**src/rtl/shader_sequencer_if.sv**
```systemverilog
// Bundle of all non-clock/reset signals between the shader sequencer and its
// voxel memory, palette memory, shader core, framebuffer and controller.
interface shader_sequencer_if #(
    parameter int ROW_BITS      = 8,
    parameter int COL_BITS      = 8,
    parameter int COORD_BITS    = 8,
    parameter int PALETTE_BITS  = 8,
    parameter int PIXEL_BITS    = 8,
    parameter int VOX_ADDR_BITS = 10
);
    // Frame control and status
    logic                                  start;
    logic [VOX_ADDR_BITS-1:0]              voxel_count;
    logic                                  busy;
    logic                                  frame_done;

    // Voxel and palette memories; read data arrives the cycle after the strobe
    logic                                  vox_rd;
    logic [VOX_ADDR_BITS-1:0]              vox_addr;
    logic [3*COORD_BITS+PALETTE_BITS-1:0]  vox_rdata;
    logic                                  pal_rd;
    logic [PALETTE_BITS-1:0]               pal_addr;
    logic [PIXEL_BITS-1:0]                 pal_rdata;

    // Shader core
    logic                                  do_rasterize;
    logic                                  do_shade;
    logic [COORD_BITS-1:0]                 voxel_x;
    logic [COORD_BITS-1:0]                 voxel_y;
    logic [COORD_BITS-1:0]                 voxel_z;
    logic [PALETTE_BITS-1:0]               voxel_id;
    logic [PIXEL_BITS-1:0]                 palette_entry;
    logic [ROW_BITS-1:0]                   row;
    logic [COL_BITS-1:0]                   col;
    logic                                  rasterizing_done;
    logic                                  shading_done;
    logic [PIXEL_BITS-1:0]                 pixel;

    // Framebuffer write port
    logic                                  fb_we;
    logic [ROW_BITS-1:0]                   fb_row;
    logic [COL_BITS-1:0]                   fb_col;
    logic [PIXEL_BITS-1:0]                 fb_data;

    modport master (
        input  start, voxel_count, vox_rdata, pal_rdata,
               rasterizing_done, shading_done, pixel,
        output busy, frame_done, vox_rd, vox_addr, pal_rd, pal_addr,
               do_rasterize, do_shade, voxel_x, voxel_y, voxel_z, voxel_id,
               palette_entry, row, col, fb_we, fb_row, fb_col, fb_data
    );

    modport slave (
        output start, voxel_count, vox_rdata, pal_rdata,
               rasterizing_done, shading_done, pixel,
        input  busy, frame_done, vox_rd, vox_addr, pal_rd, pal_addr,
               do_rasterize, do_shade, voxel_x, voxel_y, voxel_z, voxel_id,
               palette_entry, row, col, fb_we, fb_row, fb_col, fb_data
    );
endinterface

```
**src/rtl/shader_sequencer.sv**
```systemverilog
// Walks every pixel of the frame, feeding each voxel and its palette entry to
// the rasterizer, then shading the pixel and writing it to the framebuffer.
module shader_sequencer #(
    parameter int ROW_BITS      = 8,
    parameter int COL_BITS      = 8,
    parameter int COORD_BITS    = 8,
    parameter int PALETTE_BITS  = 8,
    parameter int PIXEL_BITS    = 8,
    parameter int VOX_ADDR_BITS = 10,
    parameter int NUM_ROWS      = 4,
    parameter int NUM_COLS      = 4
) (
    input  logic                clock,
    input  logic                reset,
    shader_sequencer_if.master  bus
);
    typedef enum logic [2:0] {
        IDLE, VFETCH, PFETCH, LOAD, RASTER, SHADE, WRITE, DONE
    } state_t;

    localparam logic [ROW_BITS-1:0]      LAST_ROW = ROW_BITS'(NUM_ROWS - 1);
    localparam logic [COL_BITS-1:0]      LAST_COL = COL_BITS'(NUM_COLS - 1);
    localparam logic [VOX_ADDR_BITS-1:0] VOX_ONE  = VOX_ADDR_BITS'(1);

    state_t                   state, next;
    logic [VOX_ADDR_BITS-1:0] count_q;
    logic [VOX_ADDR_BITS-1:0] v_q;
    logic [ROW_BITS-1:0]      row_q;
    logic [COL_BITS-1:0]      col_q;
    logic [COORD_BITS-1:0]    vx_q, vy_q, vz_q;
    logic [PALETTE_BITS-1:0]  vid_q;
    logic [PIXEL_BITS-1:0]    pal_q;
    logic [PIXEL_BITS-1:0]    pix_q;

    logic [COORD_BITS-1:0]    rd_x, rd_y, rd_z;
    logic [PALETTE_BITS-1:0]  rd_id;
    logic                     last_pixel, last_voxel, has_voxels;

    // vox_rdata is packed {x, y, z, id} with id in the low bits
    assign rd_id = bus.vox_rdata[PALETTE_BITS-1:0];
    assign rd_z  = bus.vox_rdata[PALETTE_BITS +: COORD_BITS];
    assign rd_y  = bus.vox_rdata[PALETTE_BITS+COORD_BITS +: COORD_BITS];
    assign rd_x  = bus.vox_rdata[PALETTE_BITS+2*COORD_BITS +: COORD_BITS];

    assign last_pixel = (row_q == LAST_ROW) && (col_q == LAST_COL);
    assign last_voxel = (v_q == count_q - VOX_ONE);
    assign has_voxels = (count_q != '0);

    assign bus.voxel_x       = vx_q;
    assign bus.voxel_y       = vy_q;
    assign bus.voxel_z       = vz_q;
    assign bus.voxel_id      = vid_q;
    assign bus.palette_entry = pal_q;
    assign bus.row           = row_q;
    assign bus.col           = col_q;

    always_ff @(posedge clock) begin
        if (reset) state <= IDLE;
        else       state <= next;
    end

    always_comb begin
        next             = state;
        bus.vox_rd       = 1'b0;
        bus.vox_addr     = '0;
        bus.pal_rd       = 1'b0;
        bus.pal_addr     = '0;
        bus.do_rasterize = 1'b0;
        bus.do_shade     = 1'b0;
        bus.fb_we        = 1'b0;
        bus.fb_row       = '0;
        bus.fb_col       = '0;
        bus.fb_data      = '0;
        bus.frame_done   = 1'b0;
        bus.busy         = (state != IDLE);
        case (state)
            IDLE: begin
                // An empty voxel list skips straight to writing black pixels
                if (bus.start) next = (bus.voxel_count != '0) ? VFETCH : WRITE;
            end
            VFETCH: begin
                bus.vox_rd   = 1'b1;
                bus.vox_addr = v_q;
                next         = PFETCH;
            end
            PFETCH: begin
                bus.pal_rd   = 1'b1;
                bus.pal_addr = rd_id;
                next         = LOAD;
            end
            LOAD: next = RASTER;
            RASTER: begin
                bus.do_rasterize = 1'b1;
                if (bus.rasterizing_done) next = last_voxel ? SHADE : VFETCH;
            end
            SHADE: begin
                bus.do_shade = 1'b1;
                if (bus.shading_done) next = WRITE;
            end
            WRITE: begin
                bus.fb_we   = 1'b1;
                bus.fb_row  = row_q;
                bus.fb_col  = col_q;
                bus.fb_data = pix_q;
                if (last_pixel)      next = DONE;
                else if (has_voxels) next = VFETCH;
                else                 next = WRITE;
            end
            DONE: begin
                bus.frame_done = 1'b1;
                next           = IDLE;
            end
            default: next = IDLE;
        endcase
    end

    always_ff @(posedge clock) begin
        if (reset) begin
            count_q <= '0;
            v_q     <= '0;
            row_q   <= '0;
            col_q   <= '0;
            vx_q    <= '0;
            vy_q    <= '0;
            vz_q    <= '0;
            vid_q   <= '0;
            pal_q   <= '0;
            pix_q   <= '0;
        end else begin
            case (state)
                IDLE: begin
                    if (bus.start) begin
                        count_q <= bus.voxel_count;
                        v_q     <= '0;
                        row_q   <= '0;
                        col_q   <= '0;
                        pix_q   <= '0;
                    end
                end
                PFETCH: begin
                    vx_q  <= rd_x;
                    vy_q  <= rd_y;
                    vz_q  <= rd_z;
                    vid_q <= rd_id;
                end
                LOAD:   pal_q <= bus.pal_rdata;
                RASTER: if (bus.rasterizing_done) v_q <= v_q + VOX_ONE;
                SHADE:  if (bus.shading_done) pix_q <= bus.pixel;
                WRITE: begin
                    v_q <= '0;
                    // Position holds on the final pixel so row/col stay in range
                    if (!last_pixel) begin
                        if (col_q == LAST_COL) begin
                            col_q <= '0;
                            row_q <= row_q + ROW_BITS'(1);
                        end else begin
                            col_q <= col_q + COL_BITS'(1);
                        end
                    end
                end
                default: ;
            endcase
        end
    end
endmodule
```
**src/flat_wrapper.sv**
```systemverilog
// flat-port wrapper written by rule: the top's interface ports become plain ports
module shader_sequencer_flat 
#(
    parameter int ROW_BITS      = 8,
    parameter int COL_BITS      = 8,
    parameter int COORD_BITS    = 8,
    parameter int PALETTE_BITS  = 8,
    parameter int PIXEL_BITS    = 8,
    parameter int VOX_ADDR_BITS = 10,
    parameter int NUM_ROWS      = 4,
    parameter int NUM_COLS      = 4
)
  (clock, reset, bus_start, bus_voxel_count, bus_vox_rdata, bus_pal_rdata, bus_rasterizing_done, bus_shading_done, bus_pixel, bus_busy, bus_frame_done, bus_vox_rd, bus_vox_addr, bus_pal_rd, bus_pal_addr, bus_do_rasterize, bus_do_shade, bus_voxel_x, bus_voxel_y, bus_voxel_z, bus_voxel_id, bus_palette_entry, bus_row, bus_col, bus_fb_we, bus_fb_row, bus_fb_col, bus_fb_data);
  shader_sequencer_if #(.ROW_BITS(ROW_BITS), .COL_BITS(COL_BITS), .COORD_BITS(COORD_BITS), .PALETTE_BITS(PALETTE_BITS), .PIXEL_BITS(PIXEL_BITS), .VOX_ADDR_BITS(VOX_ADDR_BITS)) bus_i ();
  input  logic clock;
  input  logic reset;
  input wire logic [$bits(bus_i.start)-1:0] bus_start;
  input wire logic [$bits(bus_i.voxel_count)-1:0] bus_voxel_count;
  input wire logic [$bits(bus_i.vox_rdata)-1:0] bus_vox_rdata;
  input wire logic [$bits(bus_i.pal_rdata)-1:0] bus_pal_rdata;
  input wire logic [$bits(bus_i.rasterizing_done)-1:0] bus_rasterizing_done;
  input wire logic [$bits(bus_i.shading_done)-1:0] bus_shading_done;
  input wire logic [$bits(bus_i.pixel)-1:0] bus_pixel;
  output wire logic [$bits(bus_i.busy)-1:0] bus_busy;
  output wire logic [$bits(bus_i.frame_done)-1:0] bus_frame_done;
  output wire logic [$bits(bus_i.vox_rd)-1:0] bus_vox_rd;
  output wire logic [$bits(bus_i.vox_addr)-1:0] bus_vox_addr;
  output wire logic [$bits(bus_i.pal_rd)-1:0] bus_pal_rd;
  output wire logic [$bits(bus_i.pal_addr)-1:0] bus_pal_addr;
  output wire logic [$bits(bus_i.do_rasterize)-1:0] bus_do_rasterize;
  output wire logic [$bits(bus_i.do_shade)-1:0] bus_do_shade;
  output wire logic [$bits(bus_i.voxel_x)-1:0] bus_voxel_x;
  output wire logic [$bits(bus_i.voxel_y)-1:0] bus_voxel_y;
  output wire logic [$bits(bus_i.voxel_z)-1:0] bus_voxel_z;
  output wire logic [$bits(bus_i.voxel_id)-1:0] bus_voxel_id;
  output wire logic [$bits(bus_i.palette_entry)-1:0] bus_palette_entry;
  output wire logic [$bits(bus_i.row)-1:0] bus_row;
  output wire logic [$bits(bus_i.col)-1:0] bus_col;
  output wire logic [$bits(bus_i.fb_we)-1:0] bus_fb_we;
  output wire logic [$bits(bus_i.fb_row)-1:0] bus_fb_row;
  output wire logic [$bits(bus_i.fb_col)-1:0] bus_fb_col;
  output wire logic [$bits(bus_i.fb_data)-1:0] bus_fb_data;
  assign bus_i.start = bus_start;
  assign bus_i.voxel_count = bus_voxel_count;
  assign bus_i.vox_rdata = bus_vox_rdata;
  assign bus_i.pal_rdata = bus_pal_rdata;
  assign bus_i.rasterizing_done = bus_rasterizing_done;
  assign bus_i.shading_done = bus_shading_done;
  assign bus_i.pixel = bus_pixel;
  assign bus_busy = bus_i.busy;
  assign bus_frame_done = bus_i.frame_done;
  assign bus_vox_rd = bus_i.vox_rd;
  assign bus_vox_addr = bus_i.vox_addr;
  assign bus_pal_rd = bus_i.pal_rd;
  assign bus_pal_addr = bus_i.pal_addr;
  assign bus_do_rasterize = bus_i.do_rasterize;
  assign bus_do_shade = bus_i.do_shade;
  assign bus_voxel_x = bus_i.voxel_x;
  assign bus_voxel_y = bus_i.voxel_y;
  assign bus_voxel_z = bus_i.voxel_z;
  assign bus_voxel_id = bus_i.voxel_id;
  assign bus_palette_entry = bus_i.palette_entry;
  assign bus_row = bus_i.row;
  assign bus_col = bus_i.col;
  assign bus_fb_we = bus_i.fb_we;
  assign bus_fb_row = bus_i.fb_row;
  assign bus_fb_col = bus_i.fb_col;
  assign bus_fb_data = bus_i.fb_data;
  shader_sequencer #(.ROW_BITS(ROW_BITS), .COL_BITS(COL_BITS), .COORD_BITS(COORD_BITS), .PALETTE_BITS(PALETTE_BITS), .PIXEL_BITS(PIXEL_BITS), .VOX_ADDR_BITS(VOX_ADDR_BITS), .NUM_ROWS(NUM_ROWS), .NUM_COLS(NUM_COLS)) u_core (.clock(clock), .reset(reset), .bus(bus_i));
endmodule
```
**config.mk**
```make
export PLATFORM = sky130hd
export DESIGN_NAME = shader_sequencer_flat
export DESIGN_NICKNAME = d
export VERILOG_FILES = /design/src/rtl/shader_sequencer_if.sv /design/src/rtl/shader_sequencer.sv /design/src/flat_wrapper.sv
export SDC_FILE = /design/constraint.sdc
export NUM_CORES = 1
export LEC_CHECK = 0
export ABC_AREA = 1
export CAP_MARGIN = 40
export CELL_PAD_IN_SITES_DETAIL_PLACEMENT = 1
export CELL_PAD_IN_SITES_GLOBAL_PLACEMENT = 1
export CORE_MARGIN = 8
export CORE_UTILIZATION = 32
export DETAILED_ROUTE_END_ITERATION = 12
export HOLD_SLACK_MARGIN = 0.05
export PLACE_DENSITY_LB_ADDON = 0.1
export SETUP_SLACK_MARGIN = 0.05
export SYNTH_ARGS = -nofsm -noshare
export SYNTH_HDL_FRONTEND = slang
export SYNTH_SLANG_ARGS = --single-unit
```
**constraint.sdc**
```tcl
create_clock -name clock -period 2.5 [get_ports clock]
set_input_delay 0.625 -clock clock [delete_from_list [all_inputs] [get_ports clock]]
set_output_delay 0.625 -clock clock [all_outputs]
set_load 0.05 [all_outputs]
```
### Word-level counts from Yosys, hierarchy flattened

Index checks and enable logic that the tools add are counted.

| operators by class | value |
|---|---|
| add/sub/neg operators | 4 |
| equality and inequality tests | 15 |
| muxes and demuxes | 31 |
| reductions and logical operators | 14 |

Operators by type and width:

| kind | number |
|---|---|
| $mux 8 | 10 |
| $pmux 8 s2 | 3 |
| $mux 10 | 3 |
| $pmux 10 s3 | 1 |
| $pmux 3 s8 | 1 |
| $mux 3 | 7 |
| $reduce_bool 10->1 | 2 |
| $add 8x1->8 const B | 2 |
| $eq 8x2->1 const B | 2 |
| $eq 3x3->1 const B | 4 |
| $reduce_and 3->1 | 4 |
| $add 10x1->10 const B | 1 |
| $eq 10x10->1 | 1 |
| $sub 10x1->10 const B | 1 |
| $ne 2x2->1 const B | 4 |
| $eq 3x2->1 const B | 2 |
| $mux 1 | 6 |
| $reduce_bool 3->1 | 2 |
| $reduce_and 4->1 | 1 |
| $reduce_bool 2->1 | 2 |
| $eq 3x1->1 const B | 1 |
| $logic_not 3->1 | 1 |
| $ne 2x1->1 const B | 1 |
| $reduce_and 2->1 | 1 |
| $logic_and 1x1->1 | 1 |

| storage, ports and cells | value |
|---|---|
| register bits after elaboration | 87 |
| input bits | 63 |
| output and inout bits | 105 |
| word-level logic and storage cells | 75 |

### Logic depth before layout (Yosys ltp)

Gate-level depths: netlist of run 1.

| depth | value |
|---|---|
| depth in word-level cells | 5 |
| depth in mapped cells | 15 |
| gate-level depth less buffers | 15 |

### Worst setup path before layout of run 1

Ideal clock, no wire load.

| timing path | value |
|---|---|
| path type | reg-to-output |
| from | reg u_core.state[2] |
| to | out bus_fb_col[0] |
| arrival | 1.871 ns |
| required time | 1.875 ns |
| path slack | 0.004 ns |
| cell stages (with the launch flop) | 7 |
| path through | dfxtp_1 > nand2_2 > nor2_4 > buf_6 > inv_1 > clkbuf_1 > nor2_1 |

| between the ends | value |
|---|---|
| word-level cells in the longest chain between the ends | 2 |

RTL lines:

| what | RTL line | source |
|---|---|---|
| start: declaration | shader_sequencer.sv:25 | `state_t state, next;` |
| start signal: assignment | shader_sequencer.sv:59 | `else state <= next;` |
| $eq 3x3->1 | shader_sequencer.sv:76 | `case (state)` |
| $mux 8 | shader_sequencer.sv:76 |  |
| end: declaration | flat_wrapper.sv:41 | `output wire logic [$bits(bus_i.fb_col)-1:0] bus_fb_col;` |

Every way passes these cells.

### Worst setup path after layout of run 1

| timing path | value |
|---|---|
| from | reg u_core.state[2] |
| to | out bus_fb_data[0] |

| between the ends | value |
|---|---|
| word-level cells in the longest chain between the ends | 2 |

RTL lines:

| what | RTL line | source |
|---|---|---|
| $eq 3x3->1 | shader_sequencer.sv:76 |  |
| $mux 8 | shader_sequencer.sv:76 |  |
| end: declaration | flat_wrapper.sv:42 | `output wire logic [$bits(bus_i.fb_data)-1:0] bus_fb_data;` |

Every way passes these cells.

==> flow_metrics.env, run 1 <==
export IMPL_async_flop_share=0
export IMPL_synthesis_area_sq_um=4390
export IMPL_antenna_cells=0
export IMPL_power_density_nw_per_um2=890
export IMPL_start_util=0.330
export IMPL_leakage_nw=2.71
export IMPL_grt_usage=0.187
export IMPL_critPathMostFrequentCell="buf_12"
export IMPL_synth_top_cell_area_share=0.397
export IMPL_hold_viol=0
export IMPL_cts_sinks=87
export IMPL_wl_microns=16700
export IMPL_seq_power_share=0.291
export IMPL_rsz0062_at_grt="no"
export IMPL_grt_pass1_wl_microns=26700
export IMPL_synth_top_cells_by_area="dfxtp_1, nand2_1, nor2_1"
export IMPL_met3_length_microns=1410
export IMPL_cp_top_family="simple AND/OR/NAND/NOR gates"
export IMPL_avgViaCountPerCell=4.82
export IMPL_syn_nets=719
export IMPL_clk_path_buf_depth=2
export IMPL_ys_top_cells_by_count="nand2_1, nor2_1, dfxtp_1, inv_1, a21oi_1"
export IMPL_grt_pass1_vias=5237
export IMPL_die_area_sq_um=17700
export IMPL_yosysSeqAreaShare=0.397
export IMPL_antenna_found_initial=1
export IMPL_relSlewSlack=0.572
export IMPL_fin_crit_sh=0.944
export IMPL_row_count=42
export IMPL_fin_util=0.520
export IMPL_synth_edf_count=0
export IMPL_nets=886
export IMPL_finalMaxSlewViolations=0
export IMPL_boundaryPins=168
export IMPL_drive_gt1_frac=0.136
export IMPL_clk_latency_ns=0.35
export IMPL_io_buffers=167
export IMPL_p_clk_frac=0.216
export IMPL_synth_cell_type_count=40
export IMPL_end_kind="primary output"
export IMPL_vdd_drop_max_mv=0.391
export IMPL_wl_per_cell_microns=16.7
export IMPL_gr_total_overflow=0
export IMPL_path_clk_slew_ns=0.07
export IMPL_area_growth_pct=57.5
export IMPL_die_y_microns=133
export IMPL_power_internal_mw=3.26
export IMPL_post_synth_top_count_cell="nand2_1"
export IMPL_htree_levels=3
export IMPL_first_iter_violations=176
export IMPL_topRoutingLayerUsed="met5"
export IMPL_synth_seq_cells=87
export IMPL_setup_violations=0
export IMPL_dp_hpwl_microns=13000
export IMPL_grt_max_degree=53
export IMPL_syn_area_per_cell_sq_um=6.74
export IMPL_clockRootBuffer="clkbuf_16"
export IMPL_hold_path_class="reg2reg"
export IMPL_wl_met2_microns=8530
export IMPL_drc=0
export IMPL_tightest_slew_ns=0.640
export IMPL_dpl_cell_area_sq_um=6570
export IMPL_cp_required_ns=1.88
export IMPL_drt_met1_wl_microns=6480
export IMPL_finish_instance_area_sq_um=6910
export IMPL_clock_skew_ns=0.00808
export IMPL_gp_routability_congestion=0.817
export IMPL_first_pass_iters=4
export IMPL_period_needed_ns=2.36
export IMPL_yosys_warnings=0
export IMPL_max_cap_violations=0
export IMPL_path_buf_inv=3
export IMPL_outcome="finished, final reports clean"
export IMPL_worstPathCellList="nand2_2 > nor2_4 > clkinvlp_4 > buf_12 > nor2_1 > buf_12"
export IMPL_die_w_microns=133
export IMPL_worst_setup_path_type="reg2out"
export IMPL_ant_nets=0
export IMPL_cpMaxStageDelayCell="dfxtp_2"
export IMPL_synthCells=651
export IMPL_core_area_sq_um=13300
export IMPL_num_vias=4813
export IMPL_finalWorstSetupSlack_ns=0.140
export IMPL_synth_area_leader_cell="dfxtp_1"
export IMPL_crit_arrival_ns=1.73
export IMPL_cts_tree="yes"
export IMPL_max_freq_mhz=424
export IMPL_critPathMaxStageDelay_ns=0.40
export IMPL_swShare=0.470
export IMPL_totalPowerFinal_mw=6.15
export IMPL_worstPathMaxFanout=13
export IMPL_pre_cts_ws_ns=0.122
export IMPL_p_switching_mw=2.89
export IMPL_yosys_most_used_dff="dfxtp_1"
export IMPL_combPwrFrac=0.493
export IMPL_cp_start_kind="flip-flop"
export IMPL_cts_buffers=9
==> layout by cell type, fill, tap and decap left out, types with 9 or more instances in the layout <==
cell,n
clkbuf_16,9
nand4_1,9
o21ai_0,23
a21oi_1,68
nand2_1,155
nor3_1,13
nand3_1,43
inv_1,80
dfxtp_1,86
buf_12,38
buf_4,23
nor2_1,91
clkdlybuf4s50_1,117
==> metrics by stage <==
step	TNS [ns]	instances	hold slack [ns]
detailed placement	0	979	0.458
global placement	0	979	0.451
finish	0	999	0.467
CTS	-1.10	995	0.469
global route	0	999	0.491
floorplan	0	651	0.460
==> timing repair <==
action | in CTS | in global routing
gates resized for setup | 2 | 5
setup buffers | 0 | 3
gates cloned | 0 | 1
hold buffers | 0 | 0
setup endpoints to repair | 33 | 35
==> cell type report <==
class | count | area (sq um)
clock buffer | 9 | 225
fill | 1662 | 6380
timing repair inverter | 1 | 7.51
multi-input combinational | 453 | 2210
clock inverter | 7 | 62.6
inverter | 87 | 332
tap | 176 | 220
sequential | 87 | 1740
timing repair buffer | 179 | 2110
==> sequential cells by signal, summed over array words and instances (netlist names) <==
signal	flops
u_core.v_q	10
u_core.bus.col	8
u_core.count_q	10
u_core.state	3
u_core.bus.voxel_id	8
u_core.bus.voxel_x	8
u_core.bus.row	8
u_core.pix_q	8
u_core.bus.voxel_y	8
u_core.bus.voxel_z	8
u_core.bus.palette_entry	8
==> worst paths after layout <==
kind | slack [ns] | start | end | cells past startpoint
min | 0.47 | u_core.bus.voxel_id[5] | u_core.bus.voxel_id[5] | 2
max reg2reg | 0.51 | u_core.state[2] | u_core.v_q[7] | 8
min reg2reg | 0.47 | u_core.bus.voxel_id[5] | u_core.bus.voxel_id[5] | 2
max | 0.14 | u_core.state[2] | bus_fb_data[0] | 6
==> metal layers <==
layer  up-vias  track usage
met5         -            0
met4         2       0.0499
met3        17       0.0850
met2       104        0.336
li1       2399            -
met1      2291        0.192
==> worst reg2reg max path: stages, from the launching register on <==
cell and delay (ns):
dfxtp_2 0.40, nand2_2 0.11, nor2_4 0.19, buf_4 0.27
o211ai_2 0.31, nor3_2 0.31, nand2_1 0.12, nor2_1 0.12
nor2_1 0.05
==> kinds of logic after synthesis <==
group,count (synthesis),synth area share
AO/OA/AOI/OAI,102,0.126
XOR/XNOR,11,0.0251
adder cells (fa/ha/maj),5,0.0143
buffers and inverters,111,0.101
flip-flops,87,0.397
AND/OR/NAND/NOR,335,0.337
==> power by group through the flow <==
stage,clock network (mW),registers [mW],logic (mW)
final,1.33,1.79,3.03
after global routing,1.42,1.83,3.32
after CTS,1.37,1.79,3.05
after detailed placement,0,1.82,3.02
after global placement,0,1.81,2.94
after floorplan,0,2.23,1.67
Power figures use the tool's default switching activity.
==> run 2, diff against run 1 <==
--- a/config.mk
+++ b/config.mk
@@ -14,7 +14,7 @@
 export DETAILED_ROUTE_END_ITERATION = 12
 export HOLD_SLACK_MARGIN = 0.05
 export PLACE_DENSITY_LB_ADDON = 0.1
-export SETUP_SLACK_MARGIN = 0.05
+export SETUP_SLACK_MARGIN = 0.02
 export SYNTH_ARGS = -nofsm -noshare
 export SYNTH_HDL_FRONTEND = slang
 export SYNTH_SLANG_ARGS = --single-unit
==> results of run 2 <==
Same layout as run 1: the final DEF is identical, and so are final timing and power.
